### src/rtl/mmcm_drp_seq.sv
// rtl/mmcm_drp_seq.sv - MMCM DRP transaction sequencer with reset drive and lock wait
// Turns single-cycle register-block strobes into DEN/DRDY handshakes and tracks MMCM lock.
module mmcm_drp_seq #(
    parameter int pDRDY_TIMEOUT = 64,
    parameter int pLOCK_TIMEOUT = 50000,
    parameter int pCNT_WIDTH    = 16
) (
    input  logic        clk_usb,
    input  logic        reset_i,
    input  logic [6:0]  req_addr,
    input  logic [15:0] req_din,
    input  logic        req_den,
    input  logic        req_dwe,
    input  logic        req_reset,
    output logic [15:0] rd_data,
    output logic        busy,
    output logic        timeout,
    output logic        overrun,
    output logic        locked_o,
    output logic [6:0]  mmcm_daddr,
    output logic [15:0] mmcm_di,
    output logic        mmcm_den,
    output logic        mmcm_dwe,
    input  logic [15:0] mmcm_do,
    input  logic        mmcm_drdy,
    output logic        mmcm_rst,
    input  logic        mmcm_locked
);

    localparam logic [1:0] ST_IDLE      = 2'd0;
    localparam logic [1:0] ST_ACCESS    = 2'd1;
    localparam logic [1:0] ST_WAIT_DRDY = 2'd2;
    localparam logic [1:0] ST_LOCK_WAIT = 2'd3;

    // Expiry fires on the last counted cycle so each wait lasts exactly the timeout.
    localparam logic [pCNT_WIDTH-1:0] DRDY_LAST = pCNT_WIDTH'(pDRDY_TIMEOUT - 1);
    localparam logic [pCNT_WIDTH-1:0] LOCK_LAST = pCNT_WIDTH'(pLOCK_TIMEOUT - 1);
    localparam logic [pCNT_WIDTH-1:0] CNT_ZERO  = '0;
    localparam logic [pCNT_WIDTH-1:0] CNT_ONE   = pCNT_WIDTH'(1);

    logic [1:0]            r_state;
    logic [pCNT_WIDTH-1:0] r_cnt;
    logic                  r_is_write;
    logic                  r_lock_pending;
    logic                  r_rst_q;
    logic                  r_lock_s1;
    logic                  r_lock_s2;
    logic                  r_den;
    logic                  r_dwe;
    logic [6:0]            r_daddr;
    logic [15:0]           r_di;
    logic [15:0]           r_rd_data;
    logic                  r_timeout;
    logic                  r_overrun;

    logic w_cnt_sat;
    logic w_drdy_expire;
    logic w_lock_expire;
    logic w_release;

    assign w_cnt_sat     = &r_cnt;
    assign w_drdy_expire = (r_cnt == DRDY_LAST);
    assign w_lock_expire = (r_cnt == LOCK_LAST);
    assign w_release     = r_rst_q & ~req_reset;

    always_ff @(posedge clk_usb) begin
        if (reset_i) begin
            r_state        <= ST_IDLE;
            r_cnt          <= CNT_ZERO;
            r_is_write     <= 1'b0;
            r_lock_pending <= 1'b0;
            r_rst_q        <= 1'b0;
            r_lock_s1      <= 1'b0;
            r_lock_s2      <= 1'b0;
            r_den          <= 1'b0;
            r_dwe          <= 1'b0;
            r_daddr        <= 7'd0;
            r_di           <= 16'd0;
            r_rd_data      <= 16'd0;
            r_timeout      <= 1'b0;
            r_overrun      <= 1'b0;
        end else begin
            r_rst_q   <= req_reset;
            r_lock_s1 <= mmcm_locked;
            r_lock_s2 <= r_lock_s1;
            r_den     <= 1'b0;
            if (!w_cnt_sat) begin
                r_cnt <= r_cnt + CNT_ONE;
            end
            if (req_den && (r_state != ST_IDLE)) begin
                r_overrun <= 1'b1;
            end

            case (r_state)
                ST_IDLE: begin
                    if (req_den) begin
                        r_daddr    <= req_addr;
                        r_di       <= req_din;
                        r_dwe      <= req_dwe;
                        r_is_write <= req_dwe;
                        r_den      <= 1'b1;
                        r_timeout  <= 1'b0;
                        r_overrun  <= 1'b0;
                        r_cnt      <= CNT_ZERO;
                        r_state    <= ST_ACCESS;
                    end else if (r_lock_pending) begin
                        r_lock_pending <= 1'b0;
                        r_cnt          <= CNT_ZERO;
                        r_state        <= ST_LOCK_WAIT;
                    end
                end
                ST_ACCESS: begin
                    r_dwe   <= 1'b0;
                    r_cnt   <= CNT_ZERO;
                    r_state <= ST_WAIT_DRDY;
                end
                ST_WAIT_DRDY: begin
                    if (mmcm_drdy || w_drdy_expire) begin
                        if (!mmcm_drdy) begin
                            r_timeout <= 1'b1;
                        end else if (!r_is_write) begin
                            r_rd_data <= mmcm_do;
                        end
                        r_cnt <= CNT_ZERO;
                        // A reset release seen during the access is serviced right after it.
                        if (r_lock_pending) begin
                            r_lock_pending <= 1'b0;
                            r_state        <= ST_LOCK_WAIT;
                        end else begin
                            r_state <= ST_IDLE;
                        end
                    end
                end
                ST_LOCK_WAIT: begin
                    if (req_reset) begin
                        r_cnt   <= CNT_ZERO;
                        r_state <= ST_IDLE;
                    end else if (r_lock_s2) begin
                        r_cnt   <= CNT_ZERO;
                        r_state <= ST_IDLE;
                    end else if (w_lock_expire) begin
                        r_timeout <= 1'b1;
                        r_cnt     <= CNT_ZERO;
                        r_state   <= ST_IDLE;
                    end
                end
                default: begin
                    r_cnt   <= CNT_ZERO;
                    r_state <= ST_IDLE;
                end
            endcase

            if (w_release) begin
                r_lock_pending <= 1'b1;
            end
        end
    end

    assign rd_data    = r_rd_data;
    assign busy       = (r_state != ST_IDLE);
    assign timeout    = r_timeout;
    assign overrun    = r_overrun;
    assign locked_o   = r_lock_s2;
    assign mmcm_daddr = r_daddr;
    assign mmcm_di    = r_di;
    assign mmcm_den   = r_den;
    assign mmcm_dwe   = r_dwe;
    assign mmcm_rst   = r_rst_q;

endmodule
### config.mk
export PLATFORM = sky130hd
export DESIGN_NAME = mmcm_drp_seq
export DESIGN_NICKNAME = d
export VERILOG_FILES = /design/src/rtl/mmcm_drp_seq.sv
export SDC_FILE = /design/constraint.sdc
export NUM_CORES = 1
export LEC_CHECK = 0
export ABC_AREA = 1
export CAP_MARGIN = 30
export CORE_UTILIZATION = 49
export DETAILED_ROUTE_END_ITERATION = 12
export PLACE_DENSITY_LB_ADDON = 0.25
export SLEW_MARGIN = 10
export SYNTH_ARGS = -nofsm -noshare
export SYNTH_HDL_FRONTEND = slang
export SYNTH_SLANG_ARGS = --single-unit
### constraint.sdc
create_clock -name clk_usb -period 3.35 [get_ports clk_usb]
set_input_delay 0.67 -clock clk_usb [delete_from_list [all_inputs] [get_ports clk_usb]]
set_output_delay 0.67 -clock clk_usb [all_outputs]
set_load 0.1 [all_outputs]
# Yosys cells after proc, flatten, opt, wreduce, memory -nomap -nowiden
# Cells that the tools add are included.
# op_classes
addsub	1
eq_ne	15
muxes	33
bitwise	4
n_reduce_logical	15
# ops
op	n
16-bit 2-to-1 mux	7
16-bit one-hot mux with 4 select lines	1
16-bit by 1-bit adder with 16-bit output (second input constant)	1
16-bit == test (second input constant)	1
16-bit by 6-bit == test with 1-bit output (second input constant)	1
16-bit AND reduction	1
1-bit 2-to-1 mux	14
2-bit 2-to-1 mux	7
2-bit inequality test (second input constant)	6
3-bit inequality test (second input constant)	3
2-bit one-hot mux with 4 select lines	1
7-bit AND reduction	1
3-bit AND reduction	2
3-bit nonzero test	2
2-bit == test (second input constant)	2
4-bit inequality test (second input constant)	1
1-bit one-hot mux with 2 select lines	2
2-bit AND reduction	2
4-bit AND reduction	1
2-bit nonzero test	2
1-bit inverter	3
1-bit one-hot mux with 3 select lines	1
2-bit by 1-bit == test with 1-bit output (second input constant)	1
2-bit zero test	1
4 further kinds	4
# word_totals
ff_bits	66
inputBits	46
out_inout_bits	46

# Longest topological paths before layout
# Gate-level depths: netlist of run 1.
# logic_depth
word_depth	6
mapped_depth	10

# Least setup slack after synthesis of run 1
# OpenSTA, ideal clock, no wires.
# synth_timing
path_type	register to register
startpoint	register r_lock_s2, in the netlist locked_o
endpoint	register r_cnt[14]
setup_ns	0.119
t_arrival_ns	1.614
required_time_ns	3.231
setup_slack_ns	1.617
path_stages_with_launch	7
n_path_buf	1
period_less_slack_ns	1.733
path_cell_list	dfxtp_1 > nor2_1 > nand3_1 > nand3_2 > nand2_2 > buf_8 > nor2_2
# synth_between
elab_chain_cells	3
# synth_lines
item	line	rtl
start, declared	47	logic r_lock_s2;
start signal, assigned	85	r_lock_s2 <= r_lock_s1;
16-bit 2-to-1 mux	138	end else if (r_lock_s2) begin
16-bit 2-to-1 mux	135	if (req_reset) begin
16-bit one-hot mux with 4 select lines	94	case (r_state)
end signal, assigned	88	r_cnt <= r_cnt + CNT_ONE;
end, declared	42	logic [pCNT_WIDTH-1:0] r_cnt;
# No other way between the ends.
# A chain may end at the register's enable or synchronous reset.

# Worst setup path after layout of run 1
# layout_timing
startpoint	register r_rd_data[10], in the netlist rd_data[10]
endpoint	output port rd_data[10]
# layout_rtl
item	line	rtl
start, declared	52	logic [15:0] r_rd_data;
start signal, assigned	122	r_rd_data <= mmcm_do;
end, declared	15	output logic [15:0] rd_data,
# No word-level cell between the ends.

==> results of run 1 <==
-- per-stage QoR --
step                      instances  utilization [%]  setup WS (ps)  hold slack, ps
after floorplan                 385                -           1620             388
after global placement          539             66.9           1040             405
after detailed placement        539             66.9            989             402
after CTS                       554             70.3            847             413
after global routing            554             70.3            820             442
final                           554             70.3            856             413
-- flip-flops by register name, summed over array words and instances (netlist names), 2 cells and up, named ones only --
| name | cells |
|---|---|
| rd_data | 16 |
| r_state | 2 |
| mmcm_daddr | 7 |
| mmcm_di | 16 |
| r_cnt | 16 |
-- final cells by class --
cell class,instances,area (um^2),area share (%)
multi-input combinational,273,1290,33.4
clock inverter,3,40.0,1.03
sequential,66,1320,34.2
tap,72,90.1,2.33
inverter,33,124,3.20
clock buffer,12,145,3.75
timing repair buffer,95,856,22.1
-- power breakdown --
part	internal, mW	leakage, nW	switching, mW
clock network	0.358	0.0962	0.287
registers	0.864	0.539	0.0525
logic	0.210	1.13	0.701
-- Yosys cell counts (all sizes together) (3+ instances only) --
| master | number | share of area, % |
|---|---|---|
| inv | 33 | 4.4 |
| nand2 | 94 | 13 |
| or2 | 3 | 0.67 |
| xor2 | 5 | 1.6 |
| clkbuf | 7 | 0.93 |
| buf | 6 | 1.7 |
| nand4 | 7 | 1.6 |
| dfxtp | 66 | 47 |
| nor3 | 3 | 0.53 |
| nand3 | 37 | 7.4 |
| o21ai | 22 | 3.9 |
| nor2 | 84 | 13 |
| a21oi | 12 | 2.1 |
-- cell families after synthesis --
| group | Yosys count | synth area share [%] |
|---|---|---|
| xor+xnor | 6 | 1.87 |
| simple gates | 229 | 36.8 |
| buf+inv | 46 | 7.03 |
| fa+ha+maj | 1 | 0.445 |
| compound gates | 37 | 6.81 |
| flops | 66 | 47.0 |
-- metal layers --
metal | up-vias | routed length, um | part of all wire, %
met5 | - | 0 | 0
met4 | 0 | 173 | 2.6
met3 | 17 | 368 | 5.6
met2 | 74 | 3230 | 49
met1 | 1271 | 2830 | 43
li1 | 1397 | - | -
-- placed cells by master (no fill, tap or decap), drive strengths merged --
master         count
inv               33
ha                 1
xor2               5
a21oi             12
dfxtp             66
nand2             94
bufinv             1
and2               1
nor3               3
clkbuf            12
xnor2              1
nand4              7
nor2              84
o211ai             1
clkdlybuf4s50     57
or2                3
o21bai             1
o22ai              1
clkinv             2
o21ai             22
nand3             37
buf               38
-- final timing paths --
check,to,depth (start not counted),slack (ps),start
setup reg to reg,r_cnt[9]$_SDFF_PP0_,8,1500,r_cnt[0]$_SDFF_PP0_
hold reg to reg,locked_o$_SDFF_PP0_,2,410,r_lock_s1$_SDFF_PP0_
hold / removal,locked_o$_SDFF_PP0_,2,410,r_lock_s1$_SDFF_PP0_
setup / recovery,rd_data[10],1,860,rd_data[10]$_SDFFE_PP0P_
==> flow_summary_export.csv, run 1 <==
group,metric,value,unit
critical_path,crit_type,"flop to primary output",
drt,drt-pass1-iter-count,4,
clocking,holdBufCountCts,0,
critical_path,cp_cell_sequence,"clkdlybuf4s50_1",
drt,drt-initial-drc-count,105,
clocking,cts_tree,"built",
grt,met2_usage,40.4,%
sta,worst_pin_slew,975,ps
grt,grt_first_pass_wirelength,11100,um
critical_path,cp-start-kind,"flop",
critical_path,worstPathRequired,2680,ps
critical_path,worst-path-buf-inv,1,
drt,via_per_inst,4.98,
grt,antenna_found_initial,0,
cells_and_area,design_area,0.00387,mm^2
clocking,clock_latency,340,ps
clocking,clk_pin_slew_worst_paths,70,ps
sta,period_share,74.5,%
placed_design,dp_hpwl,4710,um
sta,slew_headroom,34.8,%
hold_path,hp-class,"flop to flop",
synthesis,syn_nets,432,
cells_and_area,n_fill_cell,455,
synthesis,yosysUniqueCellTypes,31,
status,outcome,"complete, no violations",
critical_path,cp.arrival,1820,ps
sta,timing.setup.tns,0,ps
cells_and_area,antenna_cells,0,
synthesis,synth_edf_count,0,
synthesis,syn_area,0.00281,mm^2
floorplanning,die_h,77.7,um
synthesis,synthArstFlopShare,0,%
synthesis,yosysSeqAreaShare,47.0,%
clocking,cts_num_sinks,66,
floorplanning,initial_core_util,51.1,%
grt,track_usage,23.5,%
sta,setup_viol,0,
cells_and_area,drive_above_1_share,16.0,%
placed_design,gp_congestion,0.878,
drt,routedWlPerCell,11.9,um
floorplanning,die_area,0.00604,mm^2
clocking,htreeDepth,3,
synthesis,synth-seq-cells,66,
grt,grt_overflow,0,
drt,num_vias,2759,
pwr,ir_drop,450,uV
critical_path,slowest_stage,"clkdlybuf4s50_1",
sta,fin_crit,2490,ps
synthesis,yosys_warnings,0,
floorplanning,ios,92,
clocking,cts-root-buf,"clkbuf_8",
clocking,clockBufferDepth,2,
placed_design,postPlaceCellArea,0.00368,mm^2
critical_path,end_kind,"primary output",
sta,max_freq,401,MHz
drt,drt-total-wl,6600,um
grt,grt_start_max_net_pins,27,
synthesis,avgSynthCellArea,7.30,um^2
sta,skew,5.01,ps
drt,drc,0,
critical_path,critPathTopFamily,"buffers and inverters",
sta,hold_violations,0,
critical_path,critPathMaxFanout,2,
sta,slew_violations,0,
cells_and_area,synthToLayoutAreaGrowth,37.6,%
grt,grt_use_met1,25.3,%
synthesis,synthFlopType,"dfxtp_1",
grt,grt_pass1_vias,2632,
floorplanning,placementRows,27,
cells_and_area,fin_nets,525,
clocking,cts_setup_buffers,0,
clocking,cts-buffers-inserted,9,
pwr,p_leak,1.77,nW
critical_path,crit_path_max_incr_delay,1140,ps
placed_design,place.port_buffers,91,
synthesis,synthCells,385,
pwr,p_total,2.47,mW
drt,ant_nets,0,
floorplanning,core,0.00551,mm^2
clocking,cts_repair_resize_count,0,
flow_run,maxCapViolations,0,
grt,grt_busiest_layer,"met2",
sta,rsz0062_at_grt,"no",
grt,grt_util_met3,7.88,%
floorplanning,die_w,77.7,um
pwr,p_per_area,639,mW/mm^2
Power figures use the tool's default switching activity.
==> run 2: changes to the inputs <==
--- a/config.mk
+++ b/config.mk
@@ -7,7 +7,7 @@
 export LEC_CHECK = 0
 export ABC_AREA = 1
 export CAP_MARGIN = 30
-export CORE_UTILIZATION = 49
+export CORE_UTILIZATION = 46
 export DETAILED_ROUTE_END_ITERATION = 12
 export PLACE_DENSITY_LB_ADDON = 0.25
 export SLEW_MARGIN = 10
==> constraint.sdc (replaced) <==
create_clock -name clk_usb -period 2.55 [get_ports clk_usb]
set_input_delay 0.51 -clock clk_usb [delete_from_list [all_inputs] [get_ports clk_usb]]
set_output_delay 0.51 -clock clk_usb [all_outputs]
set_load 0.1 [all_outputs]
==> run 2 against run 1 <==
Flip-flop and latch count unchanged. Non-clock buffer count up 1. Global-route usage down 2.0 points. Setup slack worse by 190 ps. Sequential power up 31%. Clock power up 30%. Design area down 0.45%. Critical path type is now flop to flop. Largest power group unchanged.
==> flow_summary_export.csv, run 2 (synthesis gave the netlist of run 1 again) <==
group,metric,value,unit
critical_path,end_kind,"flop",
drt,drc,0,
grt,grt_overflow,0,
sta,hold_violations,0,
cells_and_area,antenna_cells,0,
clocking,clock_latency,340,ps
clocking,clockBufferDepth,2,
critical_path,cp.arrival,2100,ps
hold_path,hold_path_startpoint,"r_lock_s1$_SDFF_PP0_",
critical_path,r2r-end,"r_cnt[7]$_SDFF_PP0_",
placed_design,postPlaceCellArea,0.00366,mm^2
cells_and_area,final_common_cell,"nand2_1",
critical_path,critPathMaxFanout,16,
sta,rsz0062_at_grt,"no",
critical_path,cp-start-kind,"flop",
placed_design,dp_hpwl,4700,um
drt,drt-pass1-iter-count,4,
cells_and_area,drive_above_1_share,18.8,%
floorplanning,placementRows,28,
pwr,p_switching,1.38,mW
cells_and_area,fin_nets,526,
sta,slew_violations,0,
clocking,htreeDepth,3,
pwr,p_total,3.23,mW
clocking,cts_repair_resize_count,0,
grt,grt_start_max_net_pins,28,
pwr,clkPwrFrac,26.0,%
pwr,power.internal,1.85,mW
floorplanning,die_h,80.2,um
clocking,cts_setup_buffers,0,
pwr,combPwrFrac,36.9,%
cells_and_area,synthToLayoutAreaGrowth,37.0,%
sta,slew_headroom,67.7,%
sta,skew,5.82,ps
grt,grt_first_pass_wirelength,10600,um
cells_and_area,design_area,0.00385,mm^2
pwr,p_per_area,839,mW/mm^2
clocking,cts-root-buf,"clkbuf_8",
grt,track_usage,21.4,%
sta,fin_crit,1890,ps
pwr,ir_drop,510,uV
floorplanning,die_w,80.2,um
hold_path,hp-class,"flop to flop",
placed_design,gp_congestion,0.897,
grt,antenna_found_initial,0,
sta,max_freq,529,MHz
clocking,clk_pin_slew_worst_paths,70,ps
hold_path,hold_depth,2,
floorplanning,initial_core_util,47.5,%
sta,setup_viol,0,
hold_path,min_to,"locked_o$_SDFF_PP0_",
sta,period_share,74.1,%
drt,via_per_inst,4.92,
drt,ant_nets,0,
sta,timing.setup.tns,0,ps
critical_path,r2r_cells,8,
clocking,holdBufCountCts,0,
grt,grt_pass1_vias,2423,
status,outcome,"complete, no violations",
clocking,cts_num_sinks,66,
drt,drt-total-wl,6550,um
drt,num_vias,2749,
critical_path,worstPathRequired,2760,ps
critical_path,crit_type,"flop to flop",
pwr,p_leak,1.79,nW
sta,finalWorstSetupSlack,661,ps
floorplanning,core,0.00592,mm^2
cells_and_area,n_fill_cell,536,
critical_path,worstReg2RegStart,"r_cnt[0]$_SDFF_PP0_",
sta,worst_pin_slew,484,ps
placed_design,place.port_buffers,91,
flow_run,maxCapViolations,0,
cells_and_area,final_cell_mix,"nand2_1 (90), nor2_1 (69), dfxtp_1 (66), buf_4 (51), clkdlybuf4s50_1 (45)",
floorplanning,ios,92,
placed_design,place_ws,585,ps
drt,drt-initial-drc-count,65,
clocking,cts-buffers-inserted,9,
cells_and_area,utilization,65.0,%
clocking,cts_tree,"built",
drt,routedWlPerCell,11.7,um
floorplanning,die_area,0.00643,mm^2
critical_path,r2r_setup_slack,660,ps
pwr,p_seq_share,37.1,%
pwr,swShare,42.7,%
-- run 2: per-stage QoR --
step	hold WS, ps	instances
2_1_floorplan	388	385
3_3_place_gp	395	543
3_5_place_dp	401	543
4_1_cts	410	559
5_1_grt	438	559
6_report	409	559
-- run 2: cell type report --
| type | instances | area, um^2 | share of cell area (%) |
|---|---|---|---|
| flip-flops and latches | 66 | 1320 | 34.3 |
| multi-input cells | 273 | 1290 | 33.6 |
| repair buffers | 96 | 833 | 21.6 |
| clock buffers | 11 | 131 | 3.41 |
| inverters | 33 | 124 | 3.22 |
| well taps | 75 | 93.8 | 2.44 |
| clock inverters | 5 | 55.1 | 1.43 |
-- run 2: power by group through the flow --
stage	Clock [mW]	Combinational (mW)	Sequential, mW
floorplan	0	0.291	1.84
global placement	0	1.19	1.22
detailed placement	0	1.20	1.22
CTS	0.859	1.20	1.20
global route	0.902	1.25	1.21
finish	0.840	1.19	1.20
-- run 2: metal layers --
layer,part of all wire [%],global-route usage (%),vias to the layer above
met3,6.8,8.86,10
met1,43,23.8,1266
li1,-,-,1403
met5,0,0,-
met2,48,35.7,70
met4,1.5,9.29,0
-- run 2: worst max-delay path, stage by stage, from the launching register on --
cell and delay (ps):
dfxtp_1 420, ha_1 300, nand3_4 140, nor2_8 150, nand3_2 130, nand2_4 110
nand3_2 80, nand2_2 340, nor2_1 90
-- run 2: worst max path at each step --
stage	start	to	slack, ps	cells past startpoint
6_report	r_cnt[0]$_SDFF_PP0_	r_cnt[7]$_SDFF_PP0_	660	8
5_1_grt	r_cnt[0]$_SDFF_PP0_	r_cnt[7]$_SDFF_PP0_	530	8
4_1_cts	r_cnt[0]$_SDFF_PP0_	r_cnt[7]$_SDFF_PP0_	630	8
3_5_place_dp	mmcm_drdy	r_cnt[5]$_SDFF_PP0_	590	6
3_3_place_gp	mmcm_drdy	r_cnt[9]$_SDFF_PP0_	640	6
2_1_floorplan	locked_o$_SDFF_PP0_	r_cnt[14]$_SDFF_PP0_	820	6
==> run 3: changes to the inputs <==
==> constraint.sdc (replaced) <==
create_clock -name clk_usb -period 1.8 [get_ports clk_usb]
set_input_delay 0.36 -clock clk_usb [delete_from_list [all_inputs] [get_ports clk_usb]]
set_output_delay 0.36 -clock clk_usb [all_outputs]
set_load 0.1 [all_outputs]
==> run 3 against run 2 <==
Combinational power rose by 74%. Utilization increased by 11 points. Final cell count grew 0.72%. Routed wire length up 11%. Global-route usage grew 3.4 points. Via count increased by 2.3%. Non-clock buffer count up 4. Critical path depth up 1. Fmax up 18%. Die area unchanged.
==> flow_summary_export.csv, run 3 (synthesis gave the netlist of run 1 again) <==
group,metric,value,unit
status,outcome,"complete, no violations",
sta,max_freq,622,MHz
critical_path,critPathMaxFanout,16,
drt,routed.top_layer,"met4",
grt,grt_overflow,0,
clocking,clockBufferDepth,2,
placed_design,place.port_buffers,91,
floorplanning,die_h,80.2,um
placed_design,gp_congestion,0.842,
floorplanning,die_area,0.00643,mm^2
sta,slew_violations,0,
clocking,cts-root-buf,"clkbuf_8",
critical_path,cp-start-kind,"flop",
grt,track_usage,24.8,%
critical_path,crit_type,"flop to flop",
critical_path,worst-path-buf-inv,1,
drt,drc,0,
sta,period_share,89.3,%
floorplanning,ios,92,
cells_and_area,final_cells,563,
sta,finalWorstSetupSlack,193,ps
clocking,cts_setup_buffers,0,
critical_path,cp.depth,9,
cells_and_area,antenna_cells,0,
pwr,p_per_area,1130,mW/mm^2
sta,rsz0062_at_grt,"no",
drt,ant_nets,0,
pwr,ir_drop,921,uV
cells_and_area,final_cell_mix,"nand2_1 (90), nor2_1 (69), dfxtp_1 (66), buf_12 (50), clkdlybuf4s50_1 (45)",
drt,met3RoutedLength,530,um
grt,grt_pass1_vias,2832,
critical_path,slowest_stage,"dfxtp_1",
hold_path,hold_depth,2,
drt,num_vias,2811,
floorplanning,die_w,80.2,um
critical_path,end_kind,"flop",
cells_and_area,drive_above_1_share,19.3,%
clocking,cts_num_sinks,66,
clocking,holdBufCountCts,0,
critical_path,critPathTopFamily,"simple AND/OR/NAND/NOR gates",
critical_path,cp.arrival,1830,ps
critical_path,crit_path_max_incr_delay,390,ps
cells_and_area,multi_input_area,0.00129,mm^2
clocking,cts-buffers-inserted,9,
drt,drt-total-wl,7300,um
sta,skew,7.26,ps
cells_and_area,register_area,0.00132,mm^2
sta,fin_crit,1610,ps
drt,dr_wl_met2,3700,um
cells_and_area,final_common_cell,"nand2_1",
pwr,p_leak,1.98,nW
critical_path,worstPathRequired,2030,ps
floorplanning,initial_core_util,47.5,%
placed_design,dp.cells,547,
drt,via_per_inst,4.99,
sta,holdWs,412,ps
sta,worst_pin_slew,471,ps
critical_path,r2r_cells,9,
grt,antenna_found_initial,0,
sta,setup_viol,0,
clocking,clk_pin_slew_worst_paths,70,ps
cells_and_area,synthToLayoutAreaGrowth,60.7,%
grt,grt_start_max_net_pins,40,
cells_and_area,n_fill_cell,402,
placed_design,dp_hpwl,5300,um
sta,slew_headroom,68.6,%
placed_design,place_ws,62.8,ps
floorplanning,placementRows,28,
clocking,clock_latency,340,ps
sta,hold_violations,0,
clocking,htreeDepth,3,
hold_path,hp-class,"flop to flop",
drt,drt-pass1-iter-count,4,
clocking,cts_tree,"built",
grt,grt_first_pass_wirelength,12200,um
critical_path,path_common_cell,"nand3_2",
cells_and_area,fin_nets,530,
clocking,cts_repair_resize_count,0,
floorplanning,core,0.00592,mm^2
sta,timing.setup.tns,0,ps
drt,routedWlPerCell,13.0,um
flow_run,maxCapViolations,0,
critical_path,cp_cell_sequence,"ha_1, nand3_4, nor2_8, nand3_2, nand2_4, nand3_2, nand2_2, buf_12, nor2_1",
drt,drt-initial-drc-count,79,
drt,wl_met1,2880,um
pwr,p_total,5.08,mW
[run 3: final timing paths]
path	endpoint	from	slack [ps]
worst max-delay path	r_cnt[8]$_SDFF_PP0_	r_cnt[1]$_SDFF_PP0_	190
worst min-delay path	locked_o$_SDFF_PP0_	r_lock_s1$_SDFF_PP0_	410
worst max register to register	r_cnt[8]$_SDFF_PP0_	r_cnt[1]$_SDFF_PP0_	190
worst min register to register	locked_o$_SDFF_PP0_	r_lock_s1$_SDFF_PP0_	410
[run 3: stage by stage]
step	instance area [um^2]	utilization, %
after floorplan	2810	-
after global placement	4320	73.0
after detailed placement	4320	73.0
after CTS	4520	76.3
after global routing	4520	76.3
final	4520	76.3
[run 3: routing by layer]
metal,track usage (%),vias up
met5,0,-
met4,14.3,0
met3,10.1,24
met2,41.4,88
met1,26.4,1286
li1,-,1413
[run 3: tightest hold or removal path, cell delays in order (launching register included)]
cell and delay (ps):
dfxtp_1 300, inv_1 40, nor2_1 30
[run 3: cell type report]
cell class | instances | share of cell area [%]
sequential | 66 | 29.2
clock buffer | 14 | 3.60
inverter | 33 | 2.74
tap | 75 | 2.08
multi-input combinational | 273 | 28.6
clock inverter | 2 | 0.775
timing repair buffer | 100 | 33.0
[run 3: power breakdown]
part           switching, mW  internal [mW]  leakage [nW]
clock                  0.532          0.716         0.101
sequential             0.156           1.61         0.539
combinational           1.34          0.734          1.34
